===== src/rtl/mem_arbiter_pkg.sv =====
// mem_arbiter_pkg: shared memory-subsystem types and defaults
package mem_arbiter_pkg;
  localparam int DEF_ADDR_W = 28;
  localparam int DEF_LINE_W = 128;
  typedef enum logic [1:0] {IDLE, BUSY_I, BUSY_D} state_e;
  typedef enum logic {GNT_I, GNT_D} gnt_e;
endpackage


===== src/rtl/mem_arbiter_rr_arb2.sv =====
// rr_arb2: two-way round-robin grant decision (bit 0 = I, bit 1 = D)
module rr_arb2 (
  input  logic [1:0] req,
  input  logic       last,
  output logic [1:0] gnt
);
  assign gnt = &req ? (last ? 2'b01 : 2'b10) : req;
endmodule


===== src/rtl/mem_arbiter.sv =====
// mem_arbiter: shares one memory port between I-cache and D-cache, one transaction at a time
module mem_arbiter
  import mem_arbiter_pkg::*;
#(
  parameter int ADDR_W = DEF_ADDR_W,
  parameter int LINE_W = DEF_LINE_W
) (
  input  logic              clk,
  input  logic              proc_reset_n,
  input  logic              i_mem_read,
  input  logic [ADDR_W-1:0] i_mem_addr,
  output logic [LINE_W-1:0] i_mem_rdata,
  output logic              i_mem_ready,
  input  logic              d_mem_read,
  input  logic              d_mem_write,
  input  logic [ADDR_W-1:0] d_mem_addr,
  input  logic [LINE_W-1:0] d_mem_wdata,
  output logic [LINE_W-1:0] d_mem_rdata,
  output logic              d_mem_ready,
  output logic              mem_read,
  output logic              mem_write,
  output logic [ADDR_W-1:0] mem_addr,
  output logic [LINE_W-1:0] mem_wdata,
  input  logic [LINE_W-1:0] mem_rdata,
  input  logic              mem_ready
);
  state_e            state;
  gnt_e              last_grant;
  logic [ADDR_W-1:0] lat_addr;
  logic [LINE_W-1:0] lat_wdata;
  logic              lat_rd, lat_wr;
  logic [1:0]        gnt;
  logic              busy;

  rr_arb2 u_rr (
    .req  ({d_mem_read | d_mem_write, i_mem_read}),
    .last (last_grant),
    .gnt  (gnt)
  );

  always_ff @(posedge clk or negedge proc_reset_n)
    if (!proc_reset_n) begin
      state      <= IDLE;
      last_grant <= GNT_D;
      lat_addr   <= '0;
      lat_wdata  <= '0;
      lat_rd     <= 1'b0;
      lat_wr     <= 1'b0;
    end else if (state == IDLE) begin
      if (gnt[0]) begin
        state      <= BUSY_I;
        last_grant <= GNT_I;
        lat_addr   <= i_mem_addr;
        lat_wdata  <= '0;
        lat_rd     <= 1'b1;
        lat_wr     <= 1'b0;
      end else if (gnt[1]) begin
        // a simultaneous read+write from the D side is executed as a write
        state      <= BUSY_D;
        last_grant <= GNT_D;
        lat_addr   <= d_mem_addr;
        lat_wdata  <= d_mem_wdata;
        lat_rd     <= ~d_mem_write;
        lat_wr     <= d_mem_write;
      end
    end else if (mem_ready)
      state <= IDLE;

  assign busy        = state != IDLE;
  assign mem_addr    = busy ? lat_addr : '0;
  assign mem_wdata   = busy ? lat_wdata : '0;
  assign mem_read    = busy & lat_rd & ~mem_ready;
  assign mem_write   = busy & lat_wr & ~mem_ready;
  assign i_mem_ready = (state == BUSY_I) & mem_ready;
  assign d_mem_ready = (state == BUSY_D) & mem_ready;
  assign i_mem_rdata = i_mem_ready ? mem_rdata : '0;
  assign d_mem_rdata = d_mem_ready ? mem_rdata : '0;
endmodule


===== config.mk =====
export PLATFORM = sky130hd
export DESIGN_NAME = mem_arbiter
export DESIGN_NICKNAME = d
export VERILOG_FILES = /design/src/rtl/mem_arbiter_pkg.sv /design/src/rtl/mem_arbiter_rr_arb2.sv /design/src/rtl/mem_arbiter.sv
export SDC_FILE = /design/constraint.sdc
export NUM_CORES = 1
export LEC_CHECK = 0
export CAP_MARGIN = 15
export CORE_AREA = 2 2 287 289
export DETAILED_ROUTE_END_ITERATION = 7
export DIE_AREA = 0 0 289 291
export GPL_TIMING_DRIVEN = 0
export HOLD_SLACK_MARGIN = 0.15
export PLACE_DENSITY = 0.35
export SYNTH_ARGS = -nofsm -noshare
export SYNTH_HDL_FRONTEND = slang
export SYNTH_SLANG_ARGS = --single-unit

===== constraint.sdc =====
create_clock -name clk -period 3.1 [get_ports clk]
set_input_delay 0.775 -clock clk [delete_from_list [all_inputs] [get_ports clk]]
set_output_delay 0.775 -clock clk [all_outputs]
set_load 0.03 [all_outputs]

==> implementation parameters <==
Parameter                              Value

Drt
  DR vias ... 9903
  Number of optimization iterations in the first detailed-route pass ... 4
  1st-iter DRT viols ... 391
  Antenna-violating nets left ... 0
  Detailed-route vias per instance ... 3.60
  Routed wire length per instance ... 22.7 µm
  Total length of routed wires ... 62.6 mm
  Number of remaining DRC errors ... 0

Global route
  Number of antenna violations at the first check in global routing ... 43
  Pin count of the biggest net entering global routing ... 85
  Wire length of the first global-routing pass ... 86.0 mm
  Total congestion overflow ... 0
  Overall track demand over capacity in global routing ... 14.6%
  Via count of the first global-routing pass ... 11000

STA
  Fin Clk Skew ... 22.6 ps
  Final number of setup-violating endpoints ... 0
  Fin crit share ... 96.9%
  Slew HR ... 53.3%
  Achievable Freq ... 333 MHz
  Unrepaired setup endpoints after global routing ... yes
  Worst-Margin Slew ... 701 ps
  Fin crit period ... 3010 ps
  Final Max Slew Viols ... 0
  Fin. Hold Viols ... 0

Yosys
  Seq/Total Area, Yosys ... 45.5%
  Gate Count Post-Synth ... 895
  Syn. warnings ... 0
  Number of nets in the synthesized netlist ... 1213
  Post-Synthesis Cell Area ... 8860 µm²
  Mean Syn Cell Area ... 9.90 µm²
  Distinct cell type count of the synthesized netlist ... 22
  Flip-flop and latch count after synthesis ... 161

Floorplan
  Overall die area ... 84100 µm²
  Initial standard-cell utilization of the core ... 10.9%
  Die Y ... 291 µm
  Floorplan die width ... 289 µm
  Standard cell core area ... 81200 µm²
  I/O pins ... 734
  Placement row count ... 105

Critical path
  Crit path capture type ... output pin
  Critical Path Start Type ... primary input
  Critical path data required time ... 2320 ps
  Worst EP arrival ... 2230 ps
  Maximum net fanout on the critical path ... 10
  Crit Path Category ... primary input to output pin

Final layout
  Area growth syn-to-layout ... 90.2%
  Summed area of non-filler cells in the final layout ... 16900 µm²
  Final standard cell utilization of the core ... 20.8%
  Share of final-layout standard cells stronger than drive strength 1 ... 31.4%
  Number of nets in the finished design ... 1970

Placed design
  Port bufs ... 733
  Post-placement cell area ... 17600 µm²
  Final weighted congestion of routability-driven global placement ... 0.883
  Detailed-placement wirelength estimate ... 52.6 mm

Clock tree
  H-tree lvl count ... 4
  Clock sink count ... 161
  Clock tree from TritonCTS ... built
  Largest buffer count on any clock path ... 2
  Clk root buf ... sky130_fd_sc_hd__clkbuf_16
  Clock buffer count from CTS ... 17
  Clk pin slew, worst setup/hold paths ... 90 ps
  Insertion delay of the later-clocked pin in the worst-skew pair ... 480 ps

Pwr
  Maximum vdd drop ... 401 µV
  Static leakage ... 8.07 nW
  Total power draw ... 0.0157 W
  Cell area power density ... 931 nW/µm²

Hold path
  Worst hold path type ... primary input to async pin

Run status
  Status ... completed

Run
  # Max-Cap Violations ... 0
==> area by class of cell <==
type	instances	area, µm²
Antenna cell	19	47.5
Clock buffer	17	425
Multi-Input combinational cell	642	4360
Clock inverter	15	163
Timing Repair Buffer	738	5730
Sequential cell	161	4030
Fill cell	9187	64300
Tap cell	1070	1340
Inverter	2	7.51
Buffer	90	744
==> state kept, by name, summed over array words and instances, names as in the netlist <==
| signal | count |
|---|---|
| last_grant | 1 |
| lat_addr | 28 |
| lat_rd | 1 |
| lat_wdata | 128 |
| lat_wr | 1 |
| state | 2 |
==> synthesized netlist by cell type, drive strengths merged <==
library cell / number / area [µm²]
dfrtp: 160 / 4000
nor2: 2 / 7.51
nor3: 29 / 145
a22oi: 1 / 7.51
buf: 39 / 287
nor3b: 1 / 12.5
o21ba: 1 / 10.0
a22o: 129 / 1130
and2: 412 / 2580
o21ai: 1 / 8.76
or2: 2 / 12.5
and3: 2 / 12.5
inv: 2 / 7.51
o2bb2ai: 1 / 8.76
nand2: 31 / 116
clkbuf: 51 / 191
a21o: 2 / 15.0
dfstp: 1 / 26.3
a221o: 28 / 280
==> per-layer routing <==
layer / global-route usage [%] / share of wire [%] / vias up
li1: - / - / 4578
met1: 15.1 / 36 / 4751
met2: 25.8 / 51 / 469
met3: 5.78 / 9.2 / 91
met4: 6.68 / 3.0 / 14
met5: 0 / 0.13 / -
==> worst paths after layout <==
kind                                from        endpoint  slack, ps  cells past startpoint
max in group asynchronous   proc_reset_n        state[1]       1870                      2
min                         proc_reset_n   lat_wdata[43]        270                      1
min in group clk           lat_wdata[59]   lat_wdata[59]        500                      1
max reg2reg                   last_grant    lat_addr[26]       1260                      5
min reg2reg                lat_wdata[59]   lat_wdata[59]        500                      1
max                            mem_ready  d_mem_rdata[1]         90                      7
==> stage by stage <==
stage	TNS [ps]	setup slack (ps)	hold slack [ps]	cells
finish	0	94.7	271	2754
global route	-1.29	-0.761	291	2750
detailed placement	-328240	-1510	482	2699
CTS	-13420	-150	267	2735
global placement	-1365420	-6460	479	2698
floorplan	0	505	464	895
==> critical path, cell delays in order <==
cell                              delay [ps]
sky130_fd_sc_hd__clkdlybuf4s15_1         240
sky130_fd_sc_hd__inv_2                   100
sky130_fd_sc_hd__nor3b_4                 210
sky130_fd_sc_hd__buf_6                   170
sky130_fd_sc_hd__clkbuf_8                190
sky130_fd_sc_hd__and2_1                  210
sky130_fd_sc_hd__clkdlybuf4s15_2         330
==> report_power, final <==
group / internal [W] / switching, W
clock network: 0.00108 / 0.00114
logic: 0.00370 / 0.00629
registers: 0.00303 / 0.000444
total: 0.00781 / 0.00788
==> cell usage in the layout, fill, tap and decap left out, types with 27 or more instances in the layout <==
cell / Yosys / layout
sky130_fd_sc_hd__a221o_1: 28 / 28
sky130_fd_sc_hd__nand2_1: 31 / 31
sky130_fd_sc_hd__buf_2: 19 / 231
sky130_fd_sc_hd__dfrtp_1: 160 / 159
sky130_fd_sc_hd__and2_1: 412 / 410
sky130_fd_sc_hd__clkbuf_4: 0 / 48
sky130_fd_sc_hd__nor3_1: 29 / 29
sky130_fd_sc_hd__clkdlybuf4s50_1: 0 / 316
sky130_fd_sc_hd__clkdlybuf4s15_2: 0 / 27
sky130_fd_sc_hd__a22o_1: 129 / 129
sky130_fd_sc_hd__clkbuf_2: 0 / 115
sky130_fd_sc_hd__buf_4: 9 / 28
==> logic make-up after synthesis <==
logic type	after synthesis	synth area share (%)
flip-flops	161	45.5
AND/OR/NAND/NOR	479	32.6
AO/OA/AOI/OAI	163	16.5
buffers and inverters	92	5.48
==> repair_timing <==
action,4_1_cts,5_1_grt
gates cloned,1,0
hold buffers,0,0
hold endpoints to repair,0,0
endpoints found under the setup margin,415,350
gates resized for setup,1396,480
buffers inserted,3,0
pin swaps,2,1
Note: power is estimated with default switching activity, not from simulation.
